[src/rtl/demux_scan_pkg.sv]
// demux_scan_pkg: shared types and constants for the demux scan sequencer.
//   scan_state_t : sequencer FSM state (StIdle, StScan)
//   CH_NUM       : number of demux channels
//   SEL_W        : width of the demux select bus
//   DWELL_W      : width of the per-slot dwell counter
//   first_idx()  : channel that opens a scan for a given scan direction
//   last_idx()   : channel that closes a scan for a given scan direction
package demux_scan_pkg;

    typedef enum logic [0:0] {
        StIdle = 1'b0,
        StScan = 1'b1
    } scan_state_t;

    localparam int unsigned CH_NUM  = 8;
    localparam int unsigned SEL_W   = 3;
    localparam int unsigned DWELL_W = 4;

    function automatic logic [SEL_W-1:0] first_idx(input bit lsb_first);
        return lsb_first ? '0 : SEL_W'(CH_NUM - 1);
    endfunction

    function automatic logic [SEL_W-1:0] last_idx(input bit lsb_first);
        return lsb_first ? SEL_W'(CH_NUM - 1) : '0;
    endfunction

endpackage

[src/rtl/demux_scan_ctrl.sv]
// demux_scan_ctrl: accepts an 8-bit word over valid/ready and walks the 1-to-8 demux
// select lines through all channels, presenting word[S] on D for each slot.
//
// Parameters:
//   LSB_FIRST : 1 = scan channel 0 -> 7, 0 = scan channel 7 -> 0
//   DWELL     : cycles per slot (1..15), only honoured with DEMUX_SCAN_DWELL_EN
//
// Build option:
//   DEMUX_SCAN_DWELL_EN : when defined, each slot is held for DWELL cycles by a
//                         4-bit dwell counter; otherwise every slot is one cycle.
//
// Ports:
//   clk        in   clock, rising edge
//   rst        in   asynchronous active-high reset
//   in_data    in   word to scan, bit i goes to channel i
//   in_valid   in   in_data is offered
//   in_ready   out  word can be accepted this cycle
//   S          out  demux select (current channel)
//   D          out  demux data (word[S] during a slot, else 0)
//   slot_valid out  a slot is being presented
//   busy       out  scan in progress
//   done       out  one-cycle pulse after the final slot of a word
module demux_scan_ctrl
    import demux_scan_pkg::*;
#(
    parameter bit          LSB_FIRST = 1'b1,
    parameter int unsigned DWELL     = 2
) (
    input  logic             clk,
    input  logic             rst,
    input  logic [CH_NUM-1:0] in_data,
    input  logic             in_valid,
    output logic             in_ready,
    output logic [SEL_W-1:0] S,
    output logic             D,
    output logic             slot_valid,
    output logic             busy,
    output logic             done
);

    localparam logic [SEL_W-1:0] FirstIdx = first_idx(LSB_FIRST);
    localparam logic [SEL_W-1:0] LastIdx  = last_idx(LSB_FIRST);

    if (DWELL < 1 || DWELL > 15) begin : g_dwell_range
        $error("demux_scan_ctrl: DWELL must be in 1..15");
    end

    scan_state_t       state_q;
    logic [SEL_W-1:0]  idx_q;
    logic [CH_NUM-1:0] word_q;
    logic              done_q;

    logic slot_end;
    logic last_cycle;
    logic accept;

`ifdef DEMUX_SCAN_DWELL_EN
    localparam logic [DWELL_W-1:0] DwellLast = DWELL_W'(DWELL - 1);

    logic [DWELL_W-1:0] dwell_q;

    assign slot_end = (dwell_q == DwellLast);

    // Counts cycles within the current slot; cleared on every slot advance.
    always_ff @(posedge clk or posedge rst) begin
        if (rst) begin
            dwell_q <= '0;
        end else if (state_q == StScan && !slot_end) begin
            dwell_q <= dwell_q + 1'b1;
        end else begin
            dwell_q <= '0;
        end
    end
`else
    assign slot_end = 1'b1;
`endif

    // Final cycle of the terminal slot: a new word can be taken with no idle gap.
    assign last_cycle = (state_q == StScan) && (idx_q == LastIdx) && slot_end;
    assign in_ready   = (state_q == StIdle) || last_cycle;
    assign accept     = in_valid && in_ready;

    always_ff @(posedge clk or posedge rst) begin
        if (rst) begin
            state_q <= StIdle;
            idx_q   <= '0;
            word_q  <= '0;
            done_q  <= 1'b0;
        end else begin
            done_q <= 1'b0;
            case (state_q)
                StIdle: begin
                    if (accept) begin
                        word_q  <= in_data;
                        idx_q   <= FirstIdx;
                        state_q <= StScan;
                    end
                end
                StScan: begin
                    if (slot_end) begin
                        if (idx_q == LastIdx) begin
                            done_q <= 1'b1;
                            if (accept) begin
                                word_q <= in_data;
                                idx_q  <= FirstIdx;
                            end else begin
                                idx_q   <= '0;
                                state_q <= StIdle;
                            end
                        end else if (LSB_FIRST) begin
                            idx_q <= idx_q + 3'd1;
                        end else begin
                            idx_q <= idx_q - 3'd1;
                        end
                    end
                end
                default: state_q <= StIdle;
            endcase
        end
    end

    // Outputs decode registered state only.
    assign slot_valid = (state_q == StScan);
    assign busy       = slot_valid;
    assign S          = slot_valid ? idx_q : '0;
    assign D          = slot_valid & word_q[idx_q];
    assign done       = done_q;

endmodule

[config.mk]
export PLATFORM = sky130hd
export DESIGN_NAME = demux_scan_ctrl
export DESIGN_NICKNAME = d
export VERILOG_FILES = /design/src/rtl/demux_scan_pkg.sv /design/src/rtl/demux_scan_ctrl.sv
export SDC_FILE = /design/constraint.sdc
export NUM_CORES = 1
export LEC_CHECK = 0
export ABC_AREA = 1
export CAP_MARGIN = 20
export CORE_MARGIN = 1
export CORE_UTILIZATION = 49
export CTS_CLUSTER_DIAMETER = 120
export DETAILED_ROUTE_END_ITERATION = 10
export PLACE_DENSITY = 0.81
export SLEW_MARGIN = 20
export SYNTH_ARGS = -nofsm -noshare
export SYNTH_HDL_FRONTEND = slang
export SYNTH_SLANG_ARGS = --single-unit
[constraint.sdc]
create_clock -name clk -period 4 [get_ports clk]
set_clock_uncertainty 0.1 [all_clocks]
set_input_delay 0.4 -clock clk [delete_from_list [all_inputs] [get_ports clk]]
set_output_delay 0.4 -clock clk [all_outputs]
set_load 0.1 [all_outputs]
* After elaboration in Yosys (flattened, before gate mapping)
Index checks and enable logic that the tools add are counted.
W data, S select, Z words.
** Storage, ports and cells
- Bits in registers :: 13
- Bits of input ports :: 11
- Output and inout port bits :: 8
- Logic and storage cells :: 28
** Operators by class
- $add $sub $neg :: 1
- $lt $le $gt $ge :: 1
- Eq/ne operators :: 3
- Multiplexer cells :: 14
- Bitwise logic cells :: 2
- Reduce and logical (&&, ||, !) cells :: 3
** Operators by type and width (count)
- $mux W8 :: 2
- $pmux W8 S2 :: 1
- $mux W3 :: 3
- $pmux W3 S2 :: 1
- $mux W1 :: 5
- $lt A3 B4 Y1 const B :: 1
- $add A3 B1 Y3 const B :: 1
- $bmux W1 S3 :: 1
- $eq A3 B3 Y1 const B :: 1
- $logic_and A1 B1 Y1 :: 2
- $ne A2 B1 Y1 const B :: 1
- $ne A2 B2 Y1 const B :: 1
- $pmux W1 S2 :: 1
- $and A1 B1 Y1 :: 1
- $logic_or A1 B1 Y1 :: 1
- $not A1 Y1 :: 1

* Logic depth before layout (Yosys ltp)
Gate-level depths: netlist (run 1).
- Depth after elaboration :: 7
- Depth in mapped cells :: 6
- Gate-level depth less buffers :: 6

* Worst setup path after synthesis (run 1)
No wires, ideal clock.
- Path kind :: register to output
- Start :: register state_q, in the netlist busy
- End :: output D
- Arrival time :: 2.636 ns
- Required time :: 3.500 ns
- Path slack :: 0.864 ns
- Stages on the path, launching flop included :: 6
- Buffers on the path :: 1
- Path through :: dfrtp_1 buf_4 nand2_1 inv_1 nand2_1 nand2_1
** On the way
- Cells in the longest elaborated chain, start to end :: 1
** Ends and longest elaborated chain
- from (decl) :: RTL line demux_scan_ctrl.sv:48 : scan_state_t state_q;
- from (signal assigned) :: RTL line demux_scan_ctrl.sv:85 : state_q <= StIdle;
- from (signal assigned) :: RTL line demux_scan_ctrl.sv:96 : state_q <= StScan;
- from (signal assigned) :: RTL line demux_scan_ctrl.sv:108 : state_q <= StIdle;
- $and A1 B1 Y1 :: RTL line demux_scan_ctrl.sv:126 : assign D = slot_valid & word_q[idx_q];
- to (decl) :: RTL line demux_scan_ctrl.sv:35 : output logic D,
Every way passes these cells.

* Worst setup path after layout (run 1)
- Start :: register idx_q[0]
- End :: output in_ready
** On the way
- Cells in the longest elaborated chain, start to end :: 3
** Ends and longest elaborated chain
- from (decl) :: RTL line demux_scan_ctrl.sv:49 : logic [SEL_W-1:0] idx_q;
- from (signal assigned) :: RTL line demux_scan_ctrl.sv:95 : idx_q <= FirstIdx;
- from (signal assigned) :: RTL line demux_scan_ctrl.sv:105 : idx_q <= FirstIdx;
- from (signal assigned) :: RTL line demux_scan_ctrl.sv:111 : idx_q <= idx_q + 3'd1;
- $eq A3 B3 Y1 :: RTL line demux_scan_ctrl.sv:79 : assign last_cycle = (state_q == StScan) && (idx_q == LastIdx) && slot_end;
- $logic_and A1 B1 Y1 :: RTL line demux_scan_ctrl.sv:79
- $logic_or A1 B1 Y1 :: RTL line demux_scan_ctrl.sv:80 : assign in_ready = (state_q == StIdle) || last_cycle;
- to (decl) :: RTL line demux_scan_ctrl.sv:33 : output logic in_ready,
Every way passes these cells.

==> flow_metrics.tcl, run 1 <==
set metrics [dict create \
    status "complete, no violations" \
    synth_top_area_share_pct 45.9 \
    cp-end-kind "output pin" \
    synth_ff_type "dfrtp_1" \
    finalWirelength_um 1310 \
    ys_ff_latch 13 \
    cp_slowest_cell "clkdlybuf4s50_1" \
    core_area_um2 1320 \
    synth-simple-area-share_pct 37.8 \
    async_flop_share_pct 100 \
    cts_buffers 3 \
    yosysUniqueCellTypes 14 \
    start_kind "register" \
    muxShareOfSynthArea_pct 0 \
    antennaDiodeCount 0 \
    critical_path.max_stage_delay_ns 0.99 \
    grt_pass1_vias 494 \
    portBuffers 18 \
    post_cts_buffers 0 \
    cts_hold_buffers 0 \
    syn_nets 101 \
    postSynthCellCount 88 \
    antenna_found_initial 0 \
    syn2layout_area_growth_pct 27.4 \
    syn-cell-area_um2 708 \
    critical_path_required_ns 3.50 \
    initial_utilization_pct 53.8 \
    fill_cells 106 \
    post_drt_wl_per_cell_um 10.8 \
    hp-class "input port to asynchronous set/reset pin" \
    yosysSeqAreaShare_pct 45.9 \
    track_usage_pct 20.2 \
    synth_compound_area_share_pct 1.41 \
    maxSlewHeadroom_pct 35.2 \
    netlist_top_cells_area "dfrtp_1, nand2_1, nand3_2, inv_1, nand3_1" \
    yosys_warnings 0 \
    drc_errors 0 \
    drt_first_iter_violations 12 \
    die_w_um 40.0 \
    cp.arrival_ns 2.46 \
    drtAntennaViolNets 0 \
    ctsHtreeMaxLevel 1 \
    finalCriticalPeriod_ns 2.96 \
    cts-root-buf "clkbuf_4" \
    cp_max_fo 11 \
    place.gp.congestion 0.861 \
    maxSlewViolCount 0 \
    cts_resized 0 \
    cp_common_cell "ha_1" \
    grt_pass1_wl_um 2060 \
    syn_avg_cell_area_um2 8.05 \
    nets 120 \
    dieArea_um2 1600 \
    drive_gt1_share_pct 13.2 \
    yosysMostFrequentCell "nand2_1" \
    setup_violations 0 \
    period_share_pct 74.0 \
    hold_viol_final 0 \
    finalSetupTns_ns 0 \
    synth_top_family_by_area "simple AND/OR/NAND/NOR gates" \
    worstMarginPinSlew_ns 0.969 \
    synth_xor_area_share_pct 0 \
    ios 19 \
    die_y_um 40.0 \
    rsz0062_at_grt "false" \
    vias 594 \
    firstDrtPassIters 3 \
    synth_adder_area_share_pct 3.53 \
    cts_tree "built" \
    max-clock-path-buffers 2 \
    clk_latency_ns 0.28 \
    overflow 0 \
    vias_per_cell 4.91 \
    multi_input_area_um2 303 \
    clock-sinks 13 \
    crit_type "register to output pin" \
    dpl.hpwl_um 983 \
    synth_top_cell_by_area "dfrtp_1" \
    synth_edf_count 0 \
    cts.clk_slew.worst_paths_ns 0.08 \
    rows 13 \
    synthTopCellsByCount "nand2_1, dfrtp_1, inv_1" \
    ff_latch_area_um2 325 \
    maxCapViolCount 0 \
    crit_chain "ha_1 > ha_1 > or2_4 > clkdlybuf4s50_1" \
    grt_max_degree 14 \
    max_freq_mhz 338 \
]
critical path, delay by kind of cell (launching register included):
family | cells | cell delay (ns)
buf+inv | 1 | 0.99
flops | 1 | 0.45
fa+ha+maj | 2 | 0.42
simple gates | 1 | 0.33
registers in the layout, summed over array words and instances (netlist names):
name / count
word_q: 8
idx_q: 3
busy: 1
done: 1
layout by cell type (no fill, tap or decap):
master           count
nand3_2              8
or2_4                1
nand2_1             37
dfrtp_1             13
nor2_1               1
clkbuf_1             1
clkdlybuf4s50_1     18
nand2_2              1
clkbuf_4             3
inv_2                1
nand3_1              6
inv_1               12
o21ai_0              2
ha_1                 2
path summary, 6_finish.rpt:
kind,start,endpoint,cells after the start,slack [ns]
worst max-delay path,idx_q[0]$_DFFE_PP0P_,in_ready,4,1.04
worst min-delay path,rst,idx_q[2]$_DFFE_PP0P_,2,0.34
worst max register to register,idx_q[0]$_DFFE_PP0P_,word_q[7]$_DFFE_PP0P_,6,2.33
worst min register to register,word_q[6]$_DFFE_PP0P_,word_q[6]$_DFFE_PP0P_,2,0.38
max in group asynchronous,rst,word_q[6]$_DFFE_PP0P_,2,3.13
min in group clk,word_q[6]$_DFFE_PP0P_,word_q[6]$_DFFE_PP0P_,2,0.38
kinds of logic (layout without fill, tap and decap cells):
logic type	count (synthesis)	in the layout
and+or+nand+nor	54	54
buffers and inverters	17	35
DFF	13	13
adders and majority gates	2	2
AOI/OAI and AO/OA	2	2
layer usage:
metal  track usage (%)  wire, um
met5                 0         0
met4              12.9        30
met3              5.00        54
met2              28.6       592
met1              27.3       628
metrics by stage:
step           hold WS [ns]  util [%]  worst slack, ns  area [um^2]  cells
6_report              0.336      68.5             1.04          902    121
2_1_floorplan         0.177         -            0.864          708     88
3_3_place_gp          0.356      66.5             1.36          876    117
5_1_grt               0.372      68.5            0.992          902    121
4_1_cts               0.356      68.5             1.04          902    121
3_5_place_dp          0.365      66.5             1.36          876    117
final cells by class:
cell class	instances	area share, %
timing repair buffer	18	20.0
inverter	13	5.41
sequential	13	36.1
tap	15	2.08
clock buffer	4	2.91
multi-input combinational	58	33.6
Power of run 1 is not shown: default switching activity piles up to over one toggle a cycle in this logic, so the estimate is an artifact.
==> run 2, diff against run 1 <==
--- a/config.mk
+++ b/config.mk
@@ -8,10 +8,10 @@
 export ABC_AREA = 1
 export CAP_MARGIN = 20
 export CORE_MARGIN = 1
-export CORE_UTILIZATION = 49
+export CORE_UTILIZATION = 41
 export CTS_CLUSTER_DIAMETER = 120
 export DETAILED_ROUTE_END_ITERATION = 10
-export PLACE_DENSITY = 0.81
+export PLACE_DENSITY = 0.72
 export SLEW_MARGIN = 20
 export SYNTH_ARGS = -nofsm -noshare
 export SYNTH_HDL_FRONTEND = slang
==> constraint.sdc (replaced) <==
create_clock -name clk -period 2.57 [get_ports clk]
set_clock_uncertainty 0.1 [all_clocks]
set_input_delay 0.257 -clock clk [delete_from_list [all_inputs] [get_ports clk]]
set_output_delay 0.257 -clock clk [all_outputs]
set_load 0.1 [all_outputs]
==> flow_metrics.tcl, run 2 (same netlist as run 1, synthesis figures left out) <==
set metrics [dict create \
    grt_pass1_vias 546 \
    ctsHtreeMaxLevel 1 \
    layout_common_cells "nand2_1, inv_1, dfrtp_1" \
    clock-sinks 13 \
    crit_type "register to output pin" \
    critical_path_required_ns 2.21 \
    cts_resized 0 \
    maxCapViolCount 0 \
    core_area_um2 1560 \
    crit_chain "ha_1 > ha_1 > or2_4 > buf_4" \
    finalWirelength_um 1330 \
    period_share_pct 82.0 \
    r2r_end "word_q[1]$_DFFE_PP0P_" \
    antenna_found_initial 0 \
    cts_tree "built" \
    r2r_slack_ns 0.90 \
    place.gp.congestion 0.863 \
    worstMarginPinSlew_ns 0.537 \
    grt_pass1_wl_um 2440 \
    cp_common_cell "ha_1" \
    cts.clk_slew.worst_paths_ns 0.08 \
    cts_buffers 3 \
    track_usage_pct 17.9 \
    cp_slowest_cell "dfrtp_1" \
    reg2reg_depth 6 \
    rsz0062_at_grt "false" \
    nets 120 \
    hp-class "input port to asynchronous set/reset pin" \
    antennaDiodeCount 0 \
    firstDrtPassIters 7 \
    layout_commonest_cell "nand2_1" \
    status "finished, violations left" \
    post_drt_wl_per_cell_um 10.9 \
    portBuffers 18 \
    critical_path.max_stage_delay_ns 0.45 \
    maxSlewViolCount 0 \
    hold_viol_final 0 \
    drive_gt1_share_pct 22.6 \
    dieArea_um2 1900 \
    ios 19 \
    finalSetupTns_ns 0 \
    fin_util_pct 56.9 \
    vias 596 \
    cp-end-kind "output pin" \
    ff_latch_area_um2 327 \
    largest_register_ffs 8 \
    cp.arrival_ns 1.75 \
    finalCriticalPeriod_ns 2.11 \
    cts-root-buf "clkbuf_4" \
    vias_per_cell 4.89 \
    multi_input_area_um2 305 \
    overflow 0 \
    grt_max_degree 14 \
    startpoint "idx_q[0]$_DFFE_PP0P_" \
    violations "design-rule violations" \
    dpl.hpwl_um 988 \
    post_cts_buffers 0 \
    max-clock-path-buffers 2 \
    drc_errors 2 \
    clk_latency_ns 0.28 \
    cp_max_fo 11 \
    initial_utilization_pct 45.4 \
    reg_top3 "word_q: 8 flops, idx_q: 3 flops" \
    maxSlewHeadroom_pct 64.1 \
    r2r_start "idx_q[0]$_DFFE_PP0P_" \
    cts_hold_buffers 0 \
    syn2layout_area_growth_pct 25.3 \
    setup_violations 0 \
    max_freq_mhz 474 \
    drtAntennaViolNets 0 \
    holdWs_ns 0.187 \
    start_kind "register" \
    rows 14 \
    die_w_um 43.6 \
    die_y_um 43.6 \
    drt_first_iter_violations 11 \
    largest-register "word_q" \
    fill_cells 170 \
]
run 2: cell count changes in the layout (fill, tap and decap cells not counted), sizes merged:
cell / change
clkdlybuf4s50: -8
buf: +8
run 2: routing by layer:
layer	part of all wire, %	routed length [um]	track usage, %
met1	47	626	23.5
met2	45	598	25.7
met3	4.7	62	6.25
met4	2.9	39	9.38
met5	0	0	0
run 2: area by class of cell:
type / instances / area share (%)
tap: 16 / 2.26
sequential: 13 / 36.8
multi-input combinational: 58 / 34.4
inverter: 13 / 5.50
clock buffer: 4 / 2.96
timing repair buffer: 18 / 18.1
run 2: worst max-delay path: cells and delay by family, from the launching register on:
kind,cells,cell delay (ns)
adders and majority gates,2,0.42
DFF,1,0.45
and+or+nand+nor,1,0.34
buffers and inverters,1,0.26
run 2: worst max path at each step:
| stage | to |
|---|---|
| 6_report | in_ready |
| 5_1_grt | in_ready |
| 4_1_cts | in_ready |
| 3_5_place_dp | in_ready |
| 3_3_place_gp | in_ready |
| 2_1_floorplan | D |
run 2: stage by stage:
step	setup WS (ns)	instances	cell area (um^2)
after floorplan	0.0914	88	712
after global placement	0.806	118	861
after detailed placement	0.766	118	861
after CTS	0.449	122	887
after global routing	0.376	122	887
final	0.462	122	887
Power of run 2 is left out for the same reason.
==> run 3, diff against run 2 <==
--- a/config.mk
+++ b/config.mk
@@ -8,10 +8,10 @@
 export ABC_AREA = 1
 export CAP_MARGIN = 20
 export CORE_MARGIN = 1
-export CORE_UTILIZATION = 41
+export CORE_UTILIZATION = 46
 export CTS_CLUSTER_DIAMETER = 120
 export DETAILED_ROUTE_END_ITERATION = 10
-export PLACE_DENSITY = 0.72
+export PLACE_DENSITY = 0.77
 export SLEW_MARGIN = 20
 export SYNTH_ARGS = -nofsm -noshare
 export SYNTH_HDL_FRONTEND = slang
==> constraint.sdc (replaced) <==
create_clock -name clk -period 2.14 [get_ports clk]
set_clock_uncertainty 0.1 [all_clocks]
set_input_delay 0.214 -clock clk [delete_from_list [all_inputs] [get_ports clk]]
set_output_delay 0.214 -clock clk [all_outputs]
set_load 0.1 [all_outputs]
==> flow_metrics.tcl, run 3 (same netlist as run 1, synthesis figures left out) <==
set metrics [dict create \
    hold_viol_final 0 \
    maxCapViolCount 0 \
    drt_first_iter_violations 6 \
    largest_register_ffs 8 \
    ios 19 \
    cts.clk_slew.worst_paths_ns 0.08 \
    antenna_found_initial 0 \
    finalWirelength_um 1270 \
    critical_path_required_ns 1.83 \
    antennaDiodeCount 0 \
    clk_latency_ns 0.28 \
    nets 121 \
    cp.arrival_ns 1.69 \
    dpl.hpwl_um 989 \
    cts_tree "built" \
    portBuffers 18 \
    grt_pass1_vias 480 \
    cp-end-kind "output pin" \
    worstMarginPinSlew_ns 0.509 \
    holdWs_ns 0.154 \
    start_kind "register" \
    status "complete, no violations" \
    dieArea_um2 1700 \
    fin_util_pct 68.0 \
    finalCriticalPeriod_ns 2.00 \
    firstDrtPassIters 3 \
    place.gp.congestion 0.749 \
    grt_pass1_wl_um 2010 \
    clock-sinks 13 \
    r2r_end "word_q[3]$_DFFE_PP0P_" \
    r2r_start "idx_q[0]$_DFFE_PP0P_" \
    post_drt_wl_per_cell_um 10.4 \
    vias_per_cell 4.93 \
    largest-register "word_q" \
    die_w_um 41.2 \
    post_cts_buffers 0 \
    initial_utilization_pct 51.8 \
    rsz0062_at_grt "false" \
    cp_max_fo 11 \
    grt_max_degree 14 \
    track_usage_pct 19.7 \
    cts_resized 0 \
    cts_hold_buffers 0 \
    reg2reg_depth 6 \
    ctsHtreeMaxLevel 1 \
    drtAntennaViolNets 0 \
    startpoint "idx_q[0]$_DFFE_PP0P_" \
    overflow 0 \
    crit_type "register to output pin" \
    vias 601 \
    maxSlewViolCount 0 \
    hp-class "input port to asynchronous set/reset pin" \
    reg_top3 "word_q: 8 flops, idx_q: 3 flops" \
    period_share_pct 93.7 \
    cts_buffers 3 \
    drc_errors 0 \
    setup_violations 0 \
    die_y_um 41.2 \
    max-clock-path-buffers 2 \
    maxSlewHeadroom_pct 66.1 \
    r2r_slack_ns 0.47 \
    layout_commonest_cell "nand2_1" \
    max_freq_mhz 499 \
    syn2layout_area_growth_pct 31.3 \
    cts-root-buf "clkbuf_4" \
    rows 13 \
    fill_cells 124 \
    finalSetupTns_ns 0 \
    layout_common_cells "nand2_1, dfrtp_1, inv_1" \
    drive_gt1_share_pct 25.2 \
    core_area_um2 1370 \
]
==> run 3: worst max path at each step <==
| stage | end | slack, ns | cells after the start |
|---|---|---|---|
| 2_1_floorplan | D | 0.02 | 5 |
| 3_5_place_dp | in_ready | 0.45 | 4 |
| 3_3_place_gp | in_ready | 0.47 | 4 |
| 4_1_cts | in_ready | 0.14 | 4 |
| 5_1_grt | in_ready | 0.08 | 4 |
| 6_report | in_ready | 0.14 | 4 |
==> run 3: routing by layer <==
metal  share of wire, %  wire length (um)  track usage, %  vias to the layer above
met5                  0                 0               0                        -
met2                 45               570            26.6                       16
li1                   -                 -               -                      306
met1                 48               605            25.6                      275
met4                3.0                38            16.9                        0
met3                4.6                58            4.89                        4
==> run 3: worst max-delay path, stage by stage, from the launching register on <==
cell	delay (ns)
dfrtp_1	0.46
ha_1	0.23
ha_1	0.19
or2_4	0.33
buf_12	0.19
==> run 3: area by class of cell <==
type / instances / area, um^2 / area share (%)
timing repair buffer: 19 / 193 / 20.7
inverter: 13 / 52.6 / 5.65
multi-input combinational: 58 / 313 / 33.6
sequential: 13 / 327 / 35.1
tap: 15 / 18.8 / 2.02
clock buffer: 4 / 26.3 / 2.83
==> run 3: per-stage QoR <==
step                      cells  setup slack [ns]  cell area (um^2)
after floorplan              88            0.0213               723
after global placement      118             0.475               903
after detailed placement    118             0.450               903
after CTS                   122             0.138               930
after global routing        122            0.0783               930
final                       122             0.135               930
Power of run 3 is left out for the same reason.
